### config.mk
export PLATFORM = sky130hd
export DESIGN_NAME = blink_sequencer
export DESIGN_NICKNAME = d
export VERILOG_FILES = /design/src/rtl/blink_sequencer.sv
export SDC_FILE = /design/constraint.sdc
export NUM_CORES = 1
export LEC_CHECK = 0
export ABC_AREA = 1
export CAP_MARGIN = 25
export CORE_ASPECT_RATIO = 1.2
export CORE_MARGIN = 1.5
export CORE_UTILIZATION = 50
export CTS_BUF_LIST = sky130_fd_sc_hd__clkbuf_16
export DETAILED_ROUTE_END_ITERATION = 10
export PLACE_DENSITY = 0.76
export SYNTH_ARGS = -nofsm -noshare
export SYNTH_HDL_FRONTEND = slang
export SYNTH_SLANG_ARGS = --single-unit
export TNS_END_PERCENT = 5
### constraint.sdc
create_clock -name clk -period 1.9 [get_ports clk]
set_input_delay 0.285 -clock clk [delete_from_list [all_inputs] [get_ports clk]]
set_output_delay 0.285 -clock clk [all_outputs]
set_load 0.05 [all_outputs]
### src/rtl/blink_sequencer.sv
// -----------------------------------------------------------------------------
// blink_sequencer
//
// Plays an 8-entry LED pattern table onto the LED pins, one step per rising
// edge of a selectable bit of the free-running count from the counter stage.
// Playback can be one-shot (stop after the last step) or looping (wrap to
// step 0). It can be frozen with hold and aborted with stop.
//
// Ports
//   clk            system clock, all logic on the rising edge
//   rst            synchronous reset, active-high
//   current_count  free-running count bus from the counter stage
//   tap_sel        selects the count bit whose rising edge advances a step
//   wr_en          pattern table write strobe (accepted in any state)
//   wr_addr        pattern table write address
//   wr_data        pattern table write data
//   length         index of the last step, sampled when playback starts
//   loop_en        1 = wrap to step 0 after the last step, 0 = one-shot
//   start          begin or restart playback at step 0
//   stop           abort playback and return to idle
//   hold           freeze at the current step while high
//   led            displayed pattern (registered, 0 while idle)
//   step_idx       current step index (registered)
//   busy           high while running or holding (registered)
//   step_pulse     one-cycle pulse when the index advances or wraps
//   done           one-cycle pulse when one-shot playback completes
// -----------------------------------------------------------------------------
module blink_sequencer #(
  parameter int DEPTH = 8,
  parameter int WIDTH = 8,
  parameter int CNT_W = 16
) (
  input  logic             clk,
  input  logic             rst,
  input  logic [CNT_W-1:0] current_count,
  input  logic [3:0]       tap_sel,
  input  logic             wr_en,
  input  logic [2:0]       wr_addr,
  input  logic [WIDTH-1:0] wr_data,
  input  logic [2:0]       length,
  input  logic             loop_en,
  input  logic             start,
  input  logic             stop,
  input  logic             hold,
  output logic [WIDTH-1:0] led,
  output logic [2:0]       step_idx,
  output logic             busy,
  output logic             step_pulse,
  output logic             done
);

  typedef enum logic [1:0] {
    ST_IDLE = 2'd0,
    ST_RUN  = 2'd1,
    ST_HOLD = 2'd2
  } state_t;

  // Pattern table and playback registers
  logic [WIDTH-1:0] tbl_q [DEPTH];
  state_t           state_q,  state_d;
  logic [2:0]       idx_q,    idx_d;
  logic [2:0]       last_q,   last_d;
  logic             loop_q,   loop_d;
  logic             tap_prev_q;
  logic [WIDTH-1:0] led_q,    led_d;
  logic             busy_q,   busy_d;
  logic             pulse_q,  pulse_d;
  logic             done_q,   done_d;

  // Step event detection
  logic tap_bit_s;
  logic step_evt_s;

  // Returns true when the index sits on the final programmed step.
  function automatic logic at_last(input logic [2:0] idx, input logic [2:0] last);
    return (idx == last);
  endfunction

  // Tapped count bit and its rising-edge detect against last cycle's sample.
  // Changing tap_sel may produce one spurious event; that is tolerated.
  always_comb begin
    tap_bit_s  = current_count[tap_sel];
    step_evt_s = tap_bit_s & ~tap_prev_q;
  end

  // Next-state and next-output decode; priority is stop > start > hold > step.
  always_comb begin
    state_d = state_q;
    idx_d   = idx_q;
    last_d  = last_q;
    loop_d  = loop_q;
    pulse_d = 1'b0;
    done_d  = 1'b0;

    case (state_q)
      ST_IDLE: begin
        if (start) begin
          state_d = ST_RUN;
          idx_d   = 3'd0;
          last_d  = length;
          loop_d  = loop_en;
        end else begin
          state_d = ST_IDLE;
          idx_d   = 3'd0;
        end
      end

      ST_RUN: begin
        if (stop) begin
          state_d = ST_IDLE;
          idx_d   = 3'd0;
        end else if (start) begin
          // Restart: back to step 0 with freshly sampled settings, no pulse.
          state_d = ST_RUN;
          idx_d   = 3'd0;
          last_d  = length;
          loop_d  = loop_en;
        end else if (hold) begin
          // Entering hold swallows any step event in the same cycle.
          state_d = ST_HOLD;
        end else if (step_evt_s) begin
          if (!at_last(idx_q, last_q)) begin
            idx_d   = idx_q + 3'd1;
            pulse_d = 1'b1;
          end else if (loop_q) begin
            idx_d   = 3'd0;
            pulse_d = 1'b1;
          end else begin
            // One-shot completion reports done only, never step_pulse.
            state_d = ST_IDLE;
            idx_d   = 3'd0;
            done_d  = 1'b1;
          end
        end else begin
          state_d = ST_RUN;
        end
      end

      ST_HOLD: begin
        if (stop) begin
          state_d = ST_IDLE;
          idx_d   = 3'd0;
        end else if (start) begin
          state_d = ST_RUN;
          idx_d   = 3'd0;
          last_d  = length;
          loop_d  = loop_en;
        end else if (!hold) begin
          // Release cycle: resume running but drop any event seen now.
          state_d = ST_RUN;
        end else begin
          // Events during hold are dropped rather than queued.
          state_d = ST_HOLD;
        end
      end

      default: begin
        state_d = ST_IDLE;
        idx_d   = 3'd0;
        last_d  = 3'd0;
        loop_d  = 1'b0;
      end
    endcase

    // The LED reads the table as it was before any write on this edge, so a
    // write to the displayed entry shows up one edge later.
    if (state_d == ST_IDLE) begin
      led_d = {WIDTH{1'b0}};
    end else begin
      led_d = tbl_q[idx_d];
    end

    busy_d = (state_d != ST_IDLE);
  end

  // Pattern table storage; writes are independent of playback state.
  always_ff @(posedge clk) begin
    if (rst) begin
      for (int i = 0; i < DEPTH; i++) begin
        tbl_q[i] <= {WIDTH{1'b0}};
      end
    end else if (wr_en) begin
      tbl_q[wr_addr] <= wr_data;
    end
  end

  // Sequencer FSM with registered outputs and tap history.
  always_ff @(posedge clk) begin
    if (rst) begin
      state_q    <= ST_IDLE;
      idx_q      <= 3'd0;
      last_q     <= 3'd0;
      loop_q     <= 1'b0;
      tap_prev_q <= 1'b0;
      led_q      <= {WIDTH{1'b0}};
      busy_q     <= 1'b0;
      pulse_q    <= 1'b0;
      done_q     <= 1'b0;
    end else begin
      state_q    <= state_d;
      idx_q      <= idx_d;
      last_q     <= last_d;
      loop_q     <= loop_d;
      tap_prev_q <= tap_bit_s;
      led_q      <= led_d;
      busy_q     <= busy_d;
      pulse_q    <= pulse_d;
      done_q     <= done_d;
    end
  end

  assign led        = led_q;
  assign step_idx   = idx_q;
  assign busy       = busy_q;
  assign step_pulse = pulse_q;
  assign done       = done_q;

endmodule
==> impl_metrics.json <==
{
  "r2r_cells": 12,
  "ioPinCount": 55,
  "pre_cts_ws_ns": -0.641,
  "port-buffer-count": 54,
  "path_class": "input port to flip-flop",
  "synth_cells": 507,
  "start_util_pct": 51.2,
  "die_w_um": 88.3,
  "h-tree-depth": 3,
  "status": "finished with violations",
  "grt_pass1_vias": 3793,
  "hold_path.class": "input port to flip-flop",
  "cts-buffers-inserted": 9,
  "drc": 0,
  "num_vias": 4025,
  "setup_violations": 8,
  "wl_per_cell_um": 16.4,
  "viasPerCell": 5.40,
  "rsz0062_at_grt": "true",
  "multi_input_area_mm2": 0.00192,
  "grt_max_degree": 27,
  "max_freq_ghz": 0.502,
  "ys_types": 29,
  "hold_viol_final": 0,
  "antenna_left": 0,
  "clockBufferDepth": 2,
  "tightest_slew_ns": 0.514,
  "violations": "negative setup slack",
  "startpoint_type": "input port",
  "place_area_mm2": 0.00541,
  "r2r-end": "led[5]$_SDFF_PP0_",
  "layout_common_cells": "95 x nor2_1, 87 x nand2_1, 73 x inv_1",
  "p_leak_uw": 0.00281,
  "n_antenna_cell": 0,
  "seq_area_frac_synth_pct": 53.7,
  "final-seq-area_mm2": 0.00235,
  "hpwl_um": 7640,
  "crit_path_end_kind": "flip-flop",
  "cts_tree": "yes",
  "clkSlewWorstSetupHoldPaths_ns": 0.06,
  "synth_seq_cells": 85,
  "globalplace.congestion": 0.899,
  "drive_gt1_share_pct": 24.5,
  "rrSetupSlack_ns": -0.02,
  "fin_cells": 746,
  "min_path_cells": 5,
  "nets": 670,
  "powerDensity_mw_per_mm2": 708,
  "synth_area_mm2": 0.00436,
  "cap_violations": 0,
  "crit_arrival_ns": 2.27,
  "reg2reg_from": "step_idx[0]$_SDFF_PP0_",
  "dr.pass1.iters": 7,
  "cts_root_buffer": "clkbuf_16",
  "final_common_cell": "nor2_1",
  "antenna_found_initial": 0,
  "grt_pass1_wl_um": 17600,
  "dr.first_iter.drc_count": 384,
  "min_period_ns": 1.99,
  "fillerInstances": 571,
  "cts_hold_buf": 0,
  "fin_crit_sh_pct": 105,
  "vdd_ir_drop_max_uv": 453,
  "path_max_fanout": 5,
  "place_inst": 711,
  "area_delta_synth_final_pct": 41.4,
  "yosysWarnings": 0,
  "finClkSkew_ns": 0.00876,
  "setup_tns_ns": -0.461,
  "clock_sinks": 85,
  "cp.required_ns": 2.18,
  "avgSynthCellArea_um2": 8.61,
  "gr-total-overflow": 0,
  "die-area_mm2": 0.00930,
  "min_from": "tap_sel[1]",
  "clock_latency_ns": 0.35,
  "hold_path_end": "tap_prev_q$_SDFF_PP0_",
  "slew_violations": 0,
  "slew_headroom_pct": 65.6,
  "track_usage_pct": 25.7,
  "finalInstanceArea_mm2": 0.00617,
  "syn_nets": 553,
  "coreArea_mm2": 0.00852,
  "timing.final.ws_setup_ns": -0.0918,
  "wirelength_um": 12200,
  "num_rows": 37,
  "die_h_um": 105
}
worst max-delay path: stages:
cell and delay, ns:
buf_4 0.13, bufbuf_16 0.26, nand2_2 0.06, nand2_1 0.06, nand2_1 0.10, nand3_2 0.10
nand3_4 0.08, nand2_4 0.08, nand2_4 0.07, inv_2 0.05, nand2_2 0.05, nand2_1 0.05
nand2_1 0.10, nand2_2 0.10, a21oi_4 0.26, clkinvlp_4 0.19, nand2_1 0.09, nor2_1 0.04
nor2_1 0.11
stage by stage:
step | power (uW) | hold slack, ns | util, %
after floorplan | 2460 | 0.362 | -
after global placement | 2730 | 0.493 | 63.5
after detailed placement | 2740 | 0.502 | 63.5
after CTS | 4320 | 0.507 | 69.5
after global routing | 4520 | 0.507 | 72.4
final | 4370 | 0.502 | 72.4
cells in the mapped netlist:
cell      number  area [um^2]
ha_1           5         62.6
nand2_8        2         40.0
nand4_1        3         18.8
nand2_2        3         18.8
nand3b_1      17          128
a211oi_1       4         30.0
dfxtp_1       21          420
a21oi_4        2         32.5
clkbuf_1       4         15.0
o21ai_0        3         15.0
buf_4          2         15.0
nand3_4        2         35.0
nor2_1        98          368
clkinv_1       2         7.51
nor4_1         2         12.5
inv_6          1         8.76
nand2_4        1         11.3
inv_2          1         3.75
nand3_1       68          340
nand3_2        5         50.1
inv_1         75          282
xnor2_1        3         26.3
edfxtp_1      64         1920
nand2_1      101          379
buf_2          2         10.0
buf_6          4         45.0
a21oi_1       10         50.1
a22oi_1        1         7.51
a21oi_2        1         8.76
how the worst max path moves through the flow:
| stage | start | end | slack (ns) | cells past startpoint |
|---|---|---|---|---|
| after global routing | tap_sel[0] | led[7]$_SDFF_PP0_ | -0.14 | 17 |
| final | tap_sel[0] | led[5]$_SDFF_PP0_ | -0.09 | 19 |
| after floorplan | step_idx[0]$_SDFF_PP0_ | led[0]$_SDFF_PP0_ | 0.07 | 12 |
| after CTS | current_count[1] | led[0]$_SDFF_PP0_ | -0.02 | 17 |
| after detailed placement | tap_sel[0] | led[1]$_SDFF_PP0_ | -0.64 | 18 |
| after global placement | tap_sel[0] | led[4]$_SDFF_PP0_ | -0.52 | 17 |
cell type report:
class,instances,share of cell area (%)
Sequential cell,85,38.0
Multi-Input combinational cell,334,31.1
Timing Repair Buffer,114,19.0
Inverter,79,5.03
Clock buffer,9,3.65
Tap cell,117,2.37
Clock inverter,7,0.690
Timing Repair inverter,1,0.122
registers in the layout, summed over array words and instances, names as in the netlist, 2 cells and up:
name / count
last_q: 3
step_idx: 3
led: 8
tbl_q: 64
state_q: 2
per-layer routing:
layer / part of all wire (%) / track usage (%)
met1: 36 / 28.2
met2: 52 / 45.1
met3: 7.3 / 6.73
met4: 5.0 / 12.5
met5: 0 / 0
power by group:
group	total [uW]	internal, uW	switching [uW]
Combinational	643	274	370
Clock	1580	875	708
Sequential	2140	2100	35.6
logic make-up (layout without fill, tap and decap cells):
kind of cell | after synthesis | in the layout | share of synthesized area [%]
AO/OA/AOI/OAI | 21 | 22 | 3.30
buffers and inverters | 91 | 210 | 8.86
XOR/XNOR | 3 | 3 | 0.602
AND/OR/NAND/NOR | 302 | 304 | 32.1
flip-flops | 85 | 85 | 53.7
adder cells (fa/ha/maj) | 5 | 5 | 1.43
what timing repair did:
item	in CTS	in global routing
setup endpoints to repair	13	10
buffers inserted	8	6
gates cloned	4	1
resized for setup	52	56
pin swaps	35	43
Note: power is estimated with default switching activity, not from simulation.
==> edit 1, RTL diff (same flow settings) <==
Re-encode `state_t` (3 states) as one-hot, 3 bits wide.
--- a/src/rtl/blink_sequencer.sv
+++ b/src/rtl/blink_sequencer.sv
@@ -51,6 +51,6 @@
 
-  typedef enum logic [1:0] {
-    ST_IDLE = 2'd0,
-    ST_RUN  = 2'd1,
-    ST_HOLD = 2'd2
+  typedef enum logic [2:0] {
+    ST_IDLE = 3'b001,
+    ST_RUN  = 3'b010,
+    ST_HOLD = 3'b100
   } state_t;
Check against the original RTL: no difference found for any inputs over 10 cycles, from zero or initial values and one cycle with rst high; not proved beyond that.
==> edit 1 against the unedited design <==
Design area decreased by 7.7%; setup slack better by 0.013 ns; area after synthesis shrank 0.66%; highest routed layer unchanged; the run still ends with setup timing left; via count fell by 7.2%; critical path type unchanged; routed wire length down 14%; total power is 2.9% higher; sequential cell count grew 1; critical endpoint is now led[2]$_SDFF_PP0_.
==> edit 1: results (changes against the unedited design) <==
outcome:
  status: "finished, violations left"  # unchanged
  violations: "setup timing"  # unchanged
finish:
  signal_buffer_area_fraction_pct: 16.72  # was 19.00%
  fillers: 698  # was 571
  drive_gt1_share_pct: 15.79  # was 24.48%
  buffers_excl_clock: 93  # was 114
  nNetsFinal: 645  # was 670
  clock_area_share_pct: 5.075  # was 4.340%
  num-multi-input-gates: 322  # was 334
  inv_count: 91  # was 80
  multi_input_area_share_pct: 27.88  # was 31.11%
  final-seq-area_um2: 2366  # was 2346 µm²
grt:
  use_met3_pct: 3.949  # was 6.735%
  grt_max_degree: 34  # was 27
  grt_pass1_wl_mm: 16.47  # was 17.64 mm
  grt_util_met2_pct: 41.98  # was 45.15%
  grtUsageMet1_pct: 27.43  # was 28.19%
  grt.total_usage_pct: 23.68  # was 25.73%
  grt_pass1_vias: 3556  # was 3793
route:
  totalWireLength_mm: 10.57  # was 12.23 mm
  drtIter0Drc: 343  # was 384
  num_vias: 3734  # was 4025
timing:
  fin_worst_skew_ns: 0.008734  # was 0.008755 ns
  tightestPinTransition_ns: 0.5097  # was 0.5140 ns
  whs_ns: 0.4601  # was 0.5020 ns
  setup-violations-final: 8  # unchanged
  setup_tns_ns: -0.4319  # was -0.4609 ns
  setup_ws_ns: -0.07916  # was -0.09182 ns
min_path:
  hold_end: "done$_SDFF_PP0_"  # was tap_prev_q$_SDFF_PP0_
  worstHoldStart: "loop_q$_SDFFE_PP0P_"  # was tap_sel[1]
  hold_depth: 1  # was 5
  hold_path_class: "flip-flop to flip-flop"  # was input pin to flip-flop
power:
  pg_comb_mw: 0.606  # was 0.643 mW
  power_leakage_nw: 2.528  # was 2.806 nW
  report.power.total_mw: 4.492  # was 4.366 mW
  seqPwrFrac_pct: 48.4  # was 49.0%
  power_switching_share_pct: 26.34  # was 25.51%
  vdd_drop_max_mv: 0.5311  # was 0.4529 mV
synth:
  synth.distinct_cells: 37  # was 29
  yosysSeqAreaShare_pct: 54.50  # was 53.69%
  synth_common_cells: "103 x nor2_1, 89 x nand2_1, 86 x inv_1"  # was 101 x nand2_1, 98 x nor2_1, 75 x inv_1
  synth_area_leaders: "edfxtp_1 44%, dfxtp_1 10%, nor2_1 8.9%"  # was edfxtp_1 44%, dfxtp_1 9.6%, nand2_1 8.7%
setup_path:
  cp-endpoint: "led[2]$_SDFF_PP0_"  # was led[5]$_SDFF_PP0_
  r2r_cells: 11  # was 12
  rrSetupSlack_ns: 0.02  # was -0.02 ns
  critPathLaunch: "tap_sel[2]"  # was tap_sel[0]
  worst_r2r_startpoint: "state_q[2]$_SDFF_PP0_"  # was step_idx[0]$_SDFF_PP0_
  cp_max_fo: 25  # was 5
clock_tree:
  clock-sinks: 86  # was 85
placed_design:
  gp_congestion: 0.9670  # was 0.8988
  dp_hpwl_mm: 7.591  # was 7.644 mm
  io_buffers: 54  # unchanged
-- edit 1: changes by cell type in the layout (fill, tap and decap cells not counted), sizes merged, moves of 9 or more --
cell and delta:
buf -22, clkdlybuf4s50 +19, dlygate4sd2 -10, inv +16, nand2 -13, nand3b -9
-- edit 1: through the flow --
| step | instance area (µm²) | worst slack [ns] | instances |
|---|---|---|---|
| 2_1_floorplan | 4338 | 0.1056 | 511 |
| 3_3_place_gp | 5306 | -0.5557 | 705 |
| 3_5_place_dp | 5306 | -0.6733 | 705 |
| 4_1_cts | 5652 | -0.03973 | 724 |
| 5_1_grt | 5695 | -0.2333 | 725 |
| 6_report | 5695 | -0.07916 | 725 |
-- edit 1: logic make-up after synthesis --
| kind of cell | Yosys count | share of synthesized area (%) |
|---|---|---|
| DFF | 86 | 54.50 |
| and+or+nand+nor | 296 | 31.12 |
| adders and majority gates | 1 | 0.2886 |
| buffers and inverters | 104 | 10.10 |
| xor gates and xnor gates | 3 | 0.6063 |
| AOI/OAI and AO/OA | 21 | 3.378 |
-- edit 1: repair_timing --
action                                  in CTS  in global routing
gates resized for setup                     13                  6
setup buffers                                1                  0
pin swaps                                    2                  2
endpoints found under the setup margin       9                  9
gates cloned                                 2                  1
hold endpoints to repair                     0                  0
-- edit 1: worst max-delay path: stages --
cell and delay [ns]:
clkdlybuf4s50_1 0.55, inv_1 0.09, nand3_1 0.11, nand3_2 0.10, nand2_4 0.10, nand3_4 0.10, nand2_4 0.08, nand3_4 0.14
nand2_8 0.19, buf_12 0.14, nand2_1 0.06, a21oi_2 0.13, nor2_1 0.07, nor2_1 0.10
-- edit 1: layer usage --
layer	wire length (µm)	up-vias	part of all wire [%]
met5	0	-	0
met4	330	0	3.1
met3	672	25	6.4
met2	5397	166	51
met1	4165	1720	39
li1	-	1823	-
==> edit 2, RTL diff (config.mk and constraints unchanged) <==
Made on the original files. Change the parameter `WIDTH` from 8 to 12.
--- a/src/rtl/blink_sequencer.sv
+++ b/src/rtl/blink_sequencer.sv
@@ -29,3 +29,3 @@
   parameter int DEPTH = 8,
-  parameter int WIDTH = 8,
+  parameter int WIDTH = 12,
   parameter int CNT_W = 16
Interface: changed (resized led and wr_data); port bits go from 55 to 63. The function was not compared with the original's and may differ.
==> edit 2 against the unedited design <==
The flow still finishes with violations (setup timing); area after synthesis rose by 38%; fmax is 1.8% lower; critical path depth grew 1; synthesized cell count is 35% higher; sequential cell count increased by 36; setup slack worse by 0.037 ns; non-clock buffer count is 14 higher; routed wire length is 46% higher; total power up 70%; design area increased by 37%; clock power increased by 120%; critical path type unchanged; critical endpoint is now led[9]$_SDFF_PP0_; largest cell class unchanged; largest power group is now clock.
==> edit 2: results (changes against the unedited design) <==
timing:
  setup-violations-final: 13  # was 8
  setup_ws_ns: -0.1285  # was -0.09182 ns
power:
  power_leakage_nw: 3.798  # was 2.806 nW
  vdd_drop_max_mv: 0.4984  # was 0.4529 mV
grt:
  grt_pass1_wl_mm: 24.84  # was 17.64 mm
  grt_pass1_vias: 5142  # was 3793
synth:
  synth.distinct_cells: 34  # was 29
  synth_edf_count: 96  # was 64
  synth_nets: 733  # was 553
  syn_inst: 683  # was 507
  yosysSeqAreaShare_pct: 56.10  # was 53.69%
  synth_area_leaders: "edfxtp_1 48%, nor2_1 8.7%, dfxtp_1 8.3%"  # was edfxtp_1 44%, dfxtp_1 9.6%, nand2_1 8.7%
finish:
  drive_gt1_share_pct: 22.44  # was 24.48%
  largest_reg_flops: 96  # was 64
  fillers: 792  # was 571
setup_path:
  cp_slowest_cell: "a21oi_4"  # was bufbuf_16
  r2r_cells: 13  # was 12
  cp_max_fo: 8  # was 5
  cp-endpoint: "led[9]$_SDFF_PP0_"  # was led[5]$_SDFF_PP0_
clock_tree:
  cts-buffers-inserted: 17  # was 9
placed_design:
  dp_hpwl_mm: 10.74  # was 7.644 mm
  io_buffers: 62  # was 54
route:
  drt-wirelength-per-cell_um: 18.42  # was 16.40 µm
  drtIter0Drc: 622  # was 384
outcome:
  status: "finished, violations left"  # unchanged
  violations: "setup timing"  # unchanged
==> edit 2: changes by cell type after synthesis, moves of 3 or more <==
cell / delta
a21oi_1: +3
buf_2: +9
clkbuf_1: +10
dfxtp_1: +4
edfxtp_1: +32
inv_1: +18
nand2_1: +18
nand3_1: +20
nand3_2: +9
nand3b_1: +7
nor2_1: +42
==> edit 2: tightest hold or removal path, cell delays in order <==
cell and delay (ns):
clkdlybuf4s50_1 0.40, nand2_1 0.07, a211oi_1 0.06
==> edit 2: cells by family after synthesis <==
logic type / synth area share, %
fa+ha+maj: 1.037
flops: 56.10
xor+xnor: 0.4358
simple gates: 30.21
compound gates: 2.925
buf+inv: 9.294
==> edit 2: cell type report <==
cell class / count / area [µm²] / area share, %
Sequential cell: 121 / 3398 / 40.18
Multi-Input combinational cell: 433 / 2360 / 27.90
Timing Repair Buffer: 128 / 1474 / 17.43
Clock inverter: 14 / 221.5 / 2.618
Clock buffer: 17 / 425.4 / 5.030
Inverter: 98 / 382.9 / 4.527
Tap cell: 157 / 196.4 / 2.322
==> edit 2: through the flow <==
step           area (µm²)  hold WS (ns)  utilization, %  total power, mW  setup WS (ns)
4_1_cts              8053        0.4380           68.97            7.362        -0.1069
3_3_place_gp         7192        0.4938           61.60            3.812        -0.6523
5_1_grt              8458        0.4740           72.45            7.626        -0.1832
6_report             8458        0.4471           72.45            7.443        -0.1285
3_5_place_dp         7192        0.5023           61.60            3.834        -0.7502
2_1_floorplan        6040        0.4376               -            3.484        0.04814
==> edit 2: worst min path at each step <==
stage / from / to / slack [ns] / cells after the start
global route: loop_en / loop_q$_SDFFE_PP0P_ / 0.47 / 3
finish: loop_en / loop_q$_SDFFE_PP0P_ / 0.45 / 3
global placement: loop_q$_SDFFE_PP0P_ / loop_q$_SDFFE_PP0P_ / 0.49 / 2
detailed placement: loop_q$_SDFFE_PP0P_ / loop_q$_SDFFE_PP0P_ / 0.50 / 2
CTS: loop_en / loop_q$_SDFFE_PP0P_ / 0.44 / 3
floorplan: loop_en / loop_q$_SDFFE_PP0P_ / 0.44 / 2
==> edit 2: repair_timing <==
action / in CTS / in global routing
endpoints found under the setup margin: 16 / 20
pin swaps: 12 / 45
gates resized for setup: 34 / 82
hold buffers: 0 / 0
setup buffers: 7 / 7
cloned: 3 / 4
==> edit 2: metal layers <==
metal / GRT usage [%] / routed length (µm) / up-vias
li1: - / - / 2443
met1: 31.10 / 6582 / 2452
met2: 43.59 / 8584 / 373
met3: 6.162 / 1527 / 89
met4: 19.51 / 1137 / 0
met5: 0 / 0 / -
==> edit 2: where the power goes <==
group          switching (mW)  total [mW]  internal, mW
logic                   0.502       0.856         0.354
registers              0.0586        3.07          3.01
clock network            1.19        3.52          2.33
